==> config.mk <==
export PLATFORM = sky130hd
export DESIGN_NAME = logic_sweep_ctrl_flat
export DESIGN_NICKNAME = d
export VERILOG_FILES = /design/src/rtl/logic_sweep_ctrl_if.sv /design/src/rtl/logic_sweep_ctrl.sv /design/src/flat_wrapper.sv
export SDC_FILE = /design/constraint.sdc
export NUM_CORES = 1
export LEC_CHECK = 0
export ABC_AREA = 0
export CORE_ASPECT_RATIO = 1.2
export CORE_MARGIN = 1.5
export CORE_UTILIZATION = 53
export DETAILED_ROUTE_END_ITERATION = 8
export GPL_ROUTABILITY_DRIVEN = 1
export PLACE_DENSITY = 0.78
export SYNTH_ARGS = -nofsm -noshare
export SYNTH_HDL_FRONTEND = slang
export SYNTH_SLANG_ARGS = --single-unit
==> constraint.sdc <==
create_clock -name clk -period 2.15 [get_ports clk]
set_input_delay 0.215 -clock clk [delete_from_list [all_inputs] [get_ports clk]]
set_output_delay 0.215 -clock clk [all_outputs]
set_load 0.005 [all_outputs]
==> src/rtl/logic_sweep_ctrl_if.sv <==
// Sweep-controller host/datapath bundle: start/busy/done handshake, operand drive, result sense, error report.
// Latency: none, wires only.
// Backpressure: none; start is simply ignored while the sequencer is busy.
interface logic_sweep_ctrl_if #(
    parameter int ERR_W = 8
);
    logic             start;
    logic             busy;
    logic             done;
    logic             op_a;
    logic             op_b;
    logic             res_c;
    logic [1:0]       vec_idx;
    logic [ERR_W-1:0] err_cnt;
    logic             first_fail_vld;
    logic [1:0]       first_fail_idx;

    // Sequencer side
    modport master (
        input  start, res_c,
        output busy, done, op_a, op_b, vec_idx, err_cnt, first_fail_vld, first_fail_idx
    );

    // Host plus datapath side
    modport slave (
        output start, res_c,
        input  busy, done, op_a, op_b, vec_idx, err_cnt, first_fail_vld, first_fail_idx
    );
endinterface

==> src/rtl/logic_sweep_ctrl.sv <==
// Built-in self-check sequencer: drives the four a/b vectors, samples c after a settle time, and counts c != a|b.
// Latency: N_PASSES*4*(SETTLE_CYCLES+1) cycles from the start-accept edge to the done pulse.
// Backpressure: start is only sampled in IDLE. Optional first-fail capture is built under LOGIC_SWEEP_FAIL_LOG_EN.
module logic_sweep_ctrl #(
    parameter int N_PASSES      = 1,   // 1..255
    parameter int SETTLE_CYCLES = 1,   // 1..15
    parameter int ERR_W         = 8
) (
    input  logic               clk,
    input  logic               rst_n,
    logic_sweep_ctrl_if.master sw
);
    typedef enum logic [1:0] {IDLE, SETTLE, CHECK, DONE} state_t;

    localparam logic [7:0] LAST_PASS   = 8'(N_PASSES - 1);
    localparam logic [3:0] LAST_SETTLE = 4'(SETTLE_CYCLES - 1);
    localparam logic [ERR_W-1:0] ERR_ONE = {{(ERR_W-1){1'b0}}, 1'b1};

    state_t           state_q, state_d;
    logic [1:0]       vec_q, vec_d;
    logic [7:0]       pass_q, pass_d;
    logic [3:0]       settle_q, settle_d;
    logic [ERR_W-1:0] err_q, err_d;
    logic             op_a_q, op_a_d;
    logic             op_b_q, op_b_d;

    logic       exp_c;
    logic       mismatch;
    logic       last_vec;
    logic       last_pass;
    logic       settle_end;
    logic       accept;
    logic [1:0] vec_inc;

    // The golden value comes from the vector index, not from the live operand wires.
    assign exp_c      = vec_q[0] | vec_q[1];
    assign mismatch   = (state_q == CHECK) && (sw.res_c != exp_c);
    assign last_vec   = (vec_q == 2'd3);
    assign last_pass  = (pass_q == LAST_PASS);
    assign settle_end = (settle_q == LAST_SETTLE);
    assign accept     = (state_q == IDLE) && sw.start;
    assign vec_inc    = vec_q + 2'd1;

    // State register
    always_ff @(posedge clk) begin
        if (!rst_n) begin
            state_q <= IDLE;
        end else begin
            state_q <= state_d;
        end
    end

    // Next-state decode
    always_comb begin
        state_d = state_q;
        case (state_q)
            IDLE:    if (sw.start) state_d = SETTLE;
            SETTLE:  if (settle_end) state_d = CHECK;
            CHECK:   state_d = (last_vec && last_pass) ? DONE : SETTLE;
            DONE:    state_d = IDLE;
            default: state_d = IDLE;
        endcase
    end

    // Status outputs decoded from the state alone
    always_comb begin
        sw.busy = (state_q != IDLE);
        sw.done = (state_q == DONE);
    end

    // Next-state for vector, pass, settle and error counters and the operand drive
    always_comb begin
        vec_d    = vec_q;
        pass_d   = pass_q;
        settle_d = settle_q;
        err_d    = err_q;
        op_a_d   = op_a_q;
        op_b_d   = op_b_q;
        case (state_q)
            IDLE: begin
                if (sw.start) begin
                    vec_d    = 2'd0;
                    pass_d   = 8'd0;
                    settle_d = 4'd0;
                    err_d    = '0;
                    op_a_d   = 1'b0;
                    op_b_d   = 1'b0;
                end
            end
            SETTLE: begin
                if (!settle_end) settle_d = settle_q + 4'd1;
            end
            CHECK: begin
                if (mismatch && (err_q != {ERR_W{1'b1}})) err_d = err_q + ERR_ONE;
                if (!(last_vec && last_pass)) begin
                    // Index wraps 3 -> 0 by itself; a wrap closes one pass.
                    vec_d    = vec_inc;
                    settle_d = 4'd0;
                    op_a_d   = vec_inc[0];
                    op_b_d   = vec_inc[1];
                    if (last_vec) pass_d = pass_q + 8'd1;
                end
            end
            DONE: begin
                // Park the datapath at vector 0. The error count is kept for the host.
                vec_d  = 2'd0;
                op_a_d = 1'b0;
                op_b_d = 1'b0;
            end
            default: ;
        endcase
    end

    // Sequencer datapath registers
    always_ff @(posedge clk) begin
        if (!rst_n) begin
            vec_q    <= 2'd0;
            pass_q   <= 8'd0;
            settle_q <= 4'd0;
            err_q    <= '0;
            op_a_q   <= 1'b0;
            op_b_q   <= 1'b0;
        end else begin
            vec_q    <= vec_d;
            pass_q   <= pass_d;
            settle_q <= settle_d;
            err_q    <= err_d;
            op_a_q   <= op_a_d;
            op_b_q   <= op_b_d;
        end
    end

    assign sw.op_a    = op_a_q;
    assign sw.op_b    = op_b_q;
    assign sw.vec_idx = vec_q;
    assign sw.err_cnt = err_q;

`ifdef LOGIC_SWEEP_FAIL_LOG_EN
    logic       ff_vld_q, ff_vld_d;
    logic [1:0] ff_idx_q, ff_idx_d;

    // Keep only the first mismatching vector of a sweep. A new start clears it.
    always_comb begin
        ff_vld_d = ff_vld_q;
        ff_idx_d = ff_idx_q;
        if (accept) begin
            ff_vld_d = 1'b0;
            ff_idx_d = 2'd0;
        end else if (mismatch && !ff_vld_q) begin
            ff_vld_d = 1'b1;
            ff_idx_d = vec_q;
        end
    end

    // First-fail capture registers
    always_ff @(posedge clk) begin
        if (!rst_n) begin
            ff_vld_q <= 1'b0;
            ff_idx_q <= 2'd0;
        end else begin
            ff_vld_q <= ff_vld_d;
            ff_idx_q <= ff_idx_d;
        end
    end

    assign sw.first_fail_vld = ff_vld_q;
    assign sw.first_fail_idx = ff_idx_q;
`else
    logic unused_accept;
    assign unused_accept     = accept;
    assign sw.first_fail_vld = 1'b0;
    assign sw.first_fail_idx = 2'd0;
`endif
endmodule

==> src/flat_wrapper.sv <==
// flat-port wrapper written by rule: the top's interface ports become plain ports
module logic_sweep_ctrl_flat 
#(
    parameter int N_PASSES      = 1,            
    parameter int SETTLE_CYCLES = 1,           
    parameter int ERR_W         = 8
)
  (clk, rst_n, sw_start, sw_res_c, sw_busy, sw_done, sw_op_a, sw_op_b, sw_vec_idx, sw_err_cnt, sw_first_fail_vld, sw_first_fail_idx);
  logic_sweep_ctrl_if #(.ERR_W(ERR_W)) sw_i ();
  input  logic clk;
  input  logic rst_n;
  input wire logic [$bits(sw_i.start)-1:0] sw_start;
  input wire logic [$bits(sw_i.res_c)-1:0] sw_res_c;
  output wire logic [$bits(sw_i.busy)-1:0] sw_busy;
  output wire logic [$bits(sw_i.done)-1:0] sw_done;
  output wire logic [$bits(sw_i.op_a)-1:0] sw_op_a;
  output wire logic [$bits(sw_i.op_b)-1:0] sw_op_b;
  output wire logic [$bits(sw_i.vec_idx)-1:0] sw_vec_idx;
  output wire logic [$bits(sw_i.err_cnt)-1:0] sw_err_cnt;
  output wire logic [$bits(sw_i.first_fail_vld)-1:0] sw_first_fail_vld;
  output wire logic [$bits(sw_i.first_fail_idx)-1:0] sw_first_fail_idx;
  assign sw_i.start = sw_start;
  assign sw_i.res_c = sw_res_c;
  assign sw_busy = sw_i.busy;
  assign sw_done = sw_i.done;
  assign sw_op_a = sw_i.op_a;
  assign sw_op_b = sw_i.op_b;
  assign sw_vec_idx = sw_i.vec_idx;
  assign sw_err_cnt = sw_i.err_cnt;
  assign sw_first_fail_vld = sw_i.first_fail_vld;
  assign sw_first_fail_idx = sw_i.first_fail_idx;
  logic_sweep_ctrl #(.N_PASSES(N_PASSES), .SETTLE_CYCLES(SETTLE_CYCLES), .ERR_W(ERR_W)) u_core (.clk(clk), .rst_n(rst_n), .sw(sw_i));
endmodule
* Yosys cells after proc, flatten, opt, wreduce, memory -nomap -nowiden *
Cells that the tools add are included.
W data, S select, Z words.

word-level totals
  register bits after elaboration = 26
  input port bits = 4

cells by class
  add/sub/neg operators = 4
  eq/ne operators = 12
  bitwise logic cells = 1
  reduce and logical (&&, ||, !) cells = 15
  muxes and demuxes = 22

operators with widths
  cell                   number
  $mux W8                4
  $pmux W8 S2            2
  $add A8 B1 Y8 const B  2
  $mux W4                3
  $pmux W4 S3            1
  $mux W2                5
  $logic_not A8 Y1       1
  $ne A2 B2 Y1 const B   4
  $ne A8 B8 Y1 const B   1
  $pmux W2 S4            1
  $reduce_and A4 Y1      2
  $eq A2 B2 Y1 const B   3
  $pmux W1 S3            2
  $pmux W2 S3            1
  $reduce_and A3 Y1      2
  $reduce_bool A3 Y1     2
  $add A4 B1 Y4 const B  1
  $logic_not A4 Y1       1
  $ne A2 B1 Y1 const B   2
  $reduce_bool A2 Y1     2
  $logic_and A1 B1 Y1    3
  $mux W1                3
  $add A2 B1 Y2 const B  1
  $eq A2 B1 Y1 const B   1
  4 further kinds        4

* Depth between registers and ports, before layout *
Gate-level depths: netlist of the first run.

  word-level depth = 6
  gate-level depth with buffers = 7
  gate-level depth less buffers = 6

* Worst setup path before layout of the first run *
No wires, ideal clock.

  kind = reg2reg
  start point = register u_core.vec_q[1], in the netlist u_core.sw.vec_idx[1]
  end point = register u_core.err_q[6], in the netlist u_core.sw.err_cnt[6]
  path slack = 0.560 ns
  arrival = 1.476 ns
  period minus slack after synthesis = 1.590 ns
  data required time = 2.036 ns
  cell stages (with the launch flop) = 7
  cell sequence = dfxtp_1 inv_1 ha_1 xnor2_1 o211ai_2 and2_1 a21o_1

between the ends
  word-level cells in the longest chain between the ends = 6

RTL lines
  what                                RTL line                 RTL
  start: declaration                  logic_sweep_ctrl.sv:20   logic [1:0] vec_q, vec_d;
  start signal: assignment            logic_sweep_ctrl.sv:124  vec_q <= vec_d;
  $or A1 B1 Y1                        logic_sweep_ctrl.sv:36   assign exp_c = vec_q[0] | vec_q[1];
  $ne A1 B1 Y1                        logic_sweep_ctrl.sv:37   assign mismatch = (state_q == CHECK) && (sw.res_c != exp_c);
  $logic_and A1 B1 Y1                 logic_sweep_ctrl.sv:37
  $logic_and A1 B1 Y1                 logic_sweep_ctrl.sv:94   if (mismatch && (err_q != {ERR_W{1'b1}})) err_d = err_q + ERR_ONE;
  $ne A2 B2 Y1 (no source line)       -
  $reduce_and A3 Y1 (no source line)  -
  end signal: assignment              logic_sweep_ctrl.sv:127  err_q <= err_d;
  end: declaration                    logic_sweep_ctrl.sv:23   logic [ERR_W-1:0] err_q, err_d;

Every way passes these cells.
A chain may end at the register's enable or synchronous reset.

==> results of run 1 <==
[logic make-up (layout without fill, tap and decap cells)]
kind of cell	Yosys count	after routing	share of synthesized area
AOI/OAI and AO/OA	33	33	0.1704
adders and majority gates	7	7	0.06244
xor gates and xnor gates	4	4	0.02498
other	1	3	0.002674
muxes	6	6	0.05174
buffers and inverters	18	32	0.06959
and+or+nand+nor	70	70	0.2757
DFF	24	24	0.3426
[worst max-delay path by stage]
stage,start,end,slack (ns),depth (start not counted)
2_1_floorplan,u_core.sw.vec_idx[1],u_core.sw.err_cnt[6],0.56,6
3_3_place_gp,u_core.sw.vec_idx[1],u_core.sw.vec_idx[1],0.42,5
3_5_place_dp,u_core.sw.op_a,u_core.sw.op_a,0.31,5
4_1_cts,u_core.sw.op_a,u_core.sw.op_a,0.26,5
5_1_grt,u_core.sw.op_a,u_core.sw.op_a,0.16,5
6_report,u_core.sw.op_a,u_core.sw.op_a,0.25,5
[cell usage in the layout, fill, tap and decap left out, types with 5 or more instances in the layout]
cell             netlist  final
nand2_1               19     19
clkdlybuf4s50_1        0     17
dfxtp_1               24     24
a21oi_1                5      5
nand3_1                8      8
ha_1                   7      7
nor3_1                 5      5
o21ai_0                6      6
nor2b_1                6      6
mux2i_1                5      5
inv_1                  7      7
nor2_1                 9      9
[power breakdown]
group / switching, µW / total (µW) / internal, µW
Sequential: 9.24 / 459 / 450
Combinational: 49.6 / 92.1 / 42.5
Clock: 133 / 236 / 103
[metrics by stage]
stage	cell area [µm²]	utilization	total power [µW]
2_1_floorplan	1410	-	532.7
3_3_place_gp	1580	0.6252	557.1
3_5_place_dp	1580	0.6252	560.2
4_1_cts	1617	0.6396	791.4
5_1_grt	1617	0.6396	818.7
6_report	1617	0.6396	787.4
[sequential cells by signal, indices dropped and copies added (netlist names)]
| signal | cells |
|---|---|
| u_core.sw.err_cnt | 8 |
| u_core.settle_q | 4 |
| u_core.state_q | 2 |
| u_core.sw.op_a | 1 |
| u_core.sw.vec_idx | 1 |
| u_core.pass_q | 8 |
[critical path: stages, from the launching register on]
cell	delay [ns]
dfxtp_1	0.43
ha_1	0.25
nor4bb_1	0.29
nand3_1	0.36
o21ai_1	0.29
mux2i_1	0.21
[layout make-up]
| cell class | instances | area, µm² |
|---|---|---|
| well taps | 33 | 41.29 |
| inverters | 7 | 26.28 |
| clock buffers | 4 | 36.28 |
| multi-input cells | 123 | 832.0 |
| fillers | 222 | 910.9 |
| repair buffers | 21 | 200.2 |
| flip-flops and latches | 24 | 480.5 |
[layer usage]
| layer | vias up | part of all wire | wire length [µm] | track usage |
|---|---|---|---|---|
| met3 | 2 | 0.026 | 74 | 0.03030 |
| met2 | 19 | 0.53 | 1495 | 0.4267 |
| li1 | 601 | - | - | - |
| met5 | - | 0 | 0 | 0 |
| met4 | 0 | 0.0071 | 20 | 0.03571 |
| met1 | 568 | 0.44 | 1227 | 0.2210 |
==> flow_summary.ini, run 1 <==
[status]
status = completed

[placed_design]
dp_slack_ns = 0.3098
gp_congestion = 0.7850
portBuffers = 17
dp_hpwl_mm = 2.169
placedCellCount = 208

[synth]
ys_top_cells_by_count = dfxtp_1, nand2_1, nor2_1
yosysMostFrequentCell = dfxtp_1
synth.avg_cell_area_um2 = 8.605
async_reset_ff_frac = 0
synth_top_area_frac = 0.3426
synth_edf_count = 0
ys_warn_count = 0
ys_seq_area_frac = 0.3426
synth-seq-cells = 24
yosysUniqueCellTypes = 50
synth_flop_cell = dfxtp_1
synthCells = 163
synth_top_cell_by_area = dfxtp_1
netlist_area_mm2 = 0.001403
ys_top_cells_by_area = dfxtp_1, ha_1, nand2_1

[clocking]
htreeDepth = 1
numCtsBuffers = 3
cts_hold_buf = 0
cts_tree = done
cts_buffer_depth = 2
clk_pin_slew_ns = 0.12
post_cts_buffers = 0
cts_resized = 0
clock_latency_ns = 0.31
clock-sinks = 24
root_buffer = clkbuf_4

[flow_run]
max_cap_viol_count = 0

[floorplanning]
fp.dieW_um = 49.96
ioPinCount = 21
rows = 20
start_util = 0.5550
die_y_um = 59.36
die_area_mm2 = 0.002965
core_mm2 = 0.002527

[critical_path]
reg2reg_slack_ns = 0.25
critical_path_class = reg2reg
startpoint_type = register
rr_startpoint = u_core.sw.op_a
cp.arrival_ns = 2.14
critPathCaptureType = register
critPathRequiredTime_ns = 2.39
r2r-end = u_core.sw.op_a
cp_max_fo = 11
r2r_cells = 5

[detailed_routing]
drt_wl_total_mm = 2.817
drc = 0
vias = 1190
wire_per_inst_um = 13.29
ant_nets = 0
drt_iter0_drc = 28
first_pass_iters = 5
vias_per_cell = 5.613

[sta]
setup_tns_ns = 0
tightest_slew_ns = 0.5032
final.setup.worst_slack_ns = 0.2533
timing.hold.ws_ns = 0.5112
setup_viol = 0
finalHoldViolCount = 0
slew_headroom = 0.6641
fmax_ghz = 0.5272
skew_ns = 0.01116
slew_violations = 0
finalCritPeriodShare = 0.8822
min_period_ns = 1.897
grt_setup_unrepaired = false

[global_route]
grt_util_all_layers = 0.2069
antenna_found_initial = 0
grt_pass1_vias = 1108
overflow = 0
grt_start_max_net_pins = 15
grt_pass1_wl_mm = 4.767

[hold_path]
hold_end = u_core.settle_q[3]
min_path_type = reg2reg
min_path_cells = 1
min_from = u_core.settle_q[3]

[cells_and_area]
drive_gt1_frac = 0.07821
synthToLayoutAreaGrowth_pct = 15.25
antenna_cells = 0
final_cells = 212
fin_nets = 191

[pwr]
p_leak_uw = 0.0006081
vdd_drop_max_mv = 0.4187
power.density_mw_per_mm2 = 487.1
No activity file was read; power rests on OpenSTA's default activity.
==> run 2, diff against run 1 <==
--- a/config.mk
+++ b/config.mk
@@ -12,6 +12,7 @@
 export DETAILED_ROUTE_END_ITERATION = 8
 export GPL_ROUTABILITY_DRIVEN = 1
 export PLACE_DENSITY = 0.78
+export SETUP_SLACK_MARGIN = 0.02
 export SYNTH_ARGS = -nofsm -noshare
 export SYNTH_HDL_FRONTEND = slang
 export SYNTH_SLANG_ARGS = --single-unit
==> results of run 2 <==
Final layout, timing and power as in run 1 (identical DEF).
==> run 3, diff against run 2 <==
==> constraint.sdc (replaced) <==
create_clock -name clk -period 2 [get_ports clk]
set_input_delay 0.2 -clock clk [delete_from_list [all_inputs] [get_ports clk]]
set_output_delay 0.2 -clock clk [all_outputs]
set_load 0.005 [all_outputs]
==> run 3 against run 2 <==
Design area rose by 0.54%. First-iteration DRC count down 3.6%. Register-to-register slack improved by 0.07 ns. Via count down 0.25%. Largest cell class unchanged. Hold slack worse by 0.00065 ns.
==> flow_summary.ini, run 3 (synthesized netlist as in run 1, its figures left out) <==
[status]
status = completed

[detailed_routing]
vias = 1187
ant_nets = 0
drt_iter0_drc = 27
drc = 0
first_pass_iters = 4
wire_per_inst_um = 12.33
drt_wl_total_mm = 2.639
vias_per_cell = 5.547

[pwr]
power.density_mw_per_mm2 = 493.4
vdd_drop_max_mv = 0.3583
seqPwrFrac = 0.616
sw_frac_of_total = 0.2498
p_leak_uw = 0.0006137
clkPwrFrac = 0.260
power_frac_comb = 0.124
p_int_uw = 601.7
switchingPower_uw = 200.3

[sta]
skew_ns = 0.005800
finalCritPeriodShare = 0.9291
min_period_ns = 1.858
timing.hold.ws_ns = 0.5105
grt_setup_unrepaired = false
setup_tns_ns = 0
fmax_ghz = 0.5382
slew_violations = 0
finalHoldViolCount = 0
setup_viol = 0

[placed_design]
portBuffers = 17
place_area_mm2 = 0.001603
dp_hpwl_mm = 2.042
gp_congestion = 0.8644

[clocking]
cts_buffer_depth = 2
htreeDepth = 1
root_buffer = clkbuf_4
post_cts_buffers = 0
cts_resized = 0
cts_tree = done
clock_latency_ns = 0.31
clock-sinks = 24
numCtsBuffers = 3
clk_pin_slew_ns = 0.13
cts_hold_buf = 0

[global_route]
grt_pass1_vias = 1183
antenna_found_initial = 0
grt_pass1_wl_mm = 4.830
overflow = 0
grt_start_max_net_pins = 15
grt_util_all_layers = 0.2089

[cells_and_area]
antenna_cells = 0
design_area_mm2 = 0.001625
post-route-util = 0.6431
fin_nets = 194
synthToLayoutAreaGrowth_pct = 15.88
num-fill-cells = 230
drive_gt1_frac = 0.08840
final_common_cell = dfxtp_1
final_cell_mix = dfxtp_1, nand2_1, clkdlybuf4s50_1, nor2_1, nand3_1

[critical_path]
startpoint_type = register
critical_path_class = reg2out
cp_max_fo = 14
critPathCaptureType = output port
critPathRequiredTime_ns = 1.80
cp.arrival_ns = 1.66

[hold_path]
min_path_type = reg2reg

[floorplanning]
rows = 20
start_util = 0.5550
core_mm2 = 0.002527
die_y_um = 59.36
ioPinCount = 21
die_area_mm2 = 0.002965
fp.dieW_um = 49.96

[flow_run]
max_cap_viol_count = 0
[run 3: cell types whose count changed in the layout (fill, tap and decap cells not counted)]
| cell | change |
|---|---|
| buf_4 | +3 |
| clkbuf_8 | -1 |
[run 3: critical path, cell delays in order (launching register included)]
cell and delay [ns]:
dfxtp_1 0.65, and2_1 0.20, clkdlybuf4s50_1 0.50
[run 3: worst paths after layout]
check	startpoint	endpoint	slack, ns	cells after the start
max	u_core.state_q[0]	sw_done	0.14	2
min	u_core.settle_q[1]	u_core.settle_q[1]	0.51	2
max reg2reg	u_core.sw.op_a	u_core.pass_q[1]	0.32	6
min reg2reg	u_core.settle_q[1]	u_core.settle_q[1]	0.51	2
[run 3: layout make-up]
class / instances / area, µm² / share of cell area
Clock buffer: 3 / 22.52 / 0.01386
Inverter: 7 / 26.28 / 0.01617
Multi-Input combinational cell: 123 / 832.0 / 0.5119
Sequential cell: 24 / 480.5 / 0.2956
Tap cell: 33 / 41.29 / 0.02540
Timing Repair Buffer: 24 / 222.7 / 0.1370
[run 3: power groups by stage]
stage | combinational [µW] | sequential, µW | clock (µW)
final | 99.5 | 494 | 209
after global placement | 96.4 | 504 | 0
after global routing | 111 | 496 | 233
after floorplan | 73.6 | 499 | 0
after CTS | 99.9 | 494 | 221
after detailed placement | 99.1 | 505 | 0
[run 3: per-layer routing]
metal	up-vias	GRT usage	share of wire
met1	555	0.2299	0.45
li1	607	-	-
met4	0	0.08333	0.0076
met3	2	0.03535	0.029
met2	23	0.3962	0.51
met5	-	0	0
[run 3: metrics by stage]
step                      instances  power [µW]  setup WS [ns]
after global placement          211       600.6         0.2781
after floorplan                 165       572.7         0.4099
after CTS                       214       814.6         0.1390
final                           214       802.0         0.1419
after detailed placement        211       603.6         0.2350
after global routing            214       840.3        0.03032
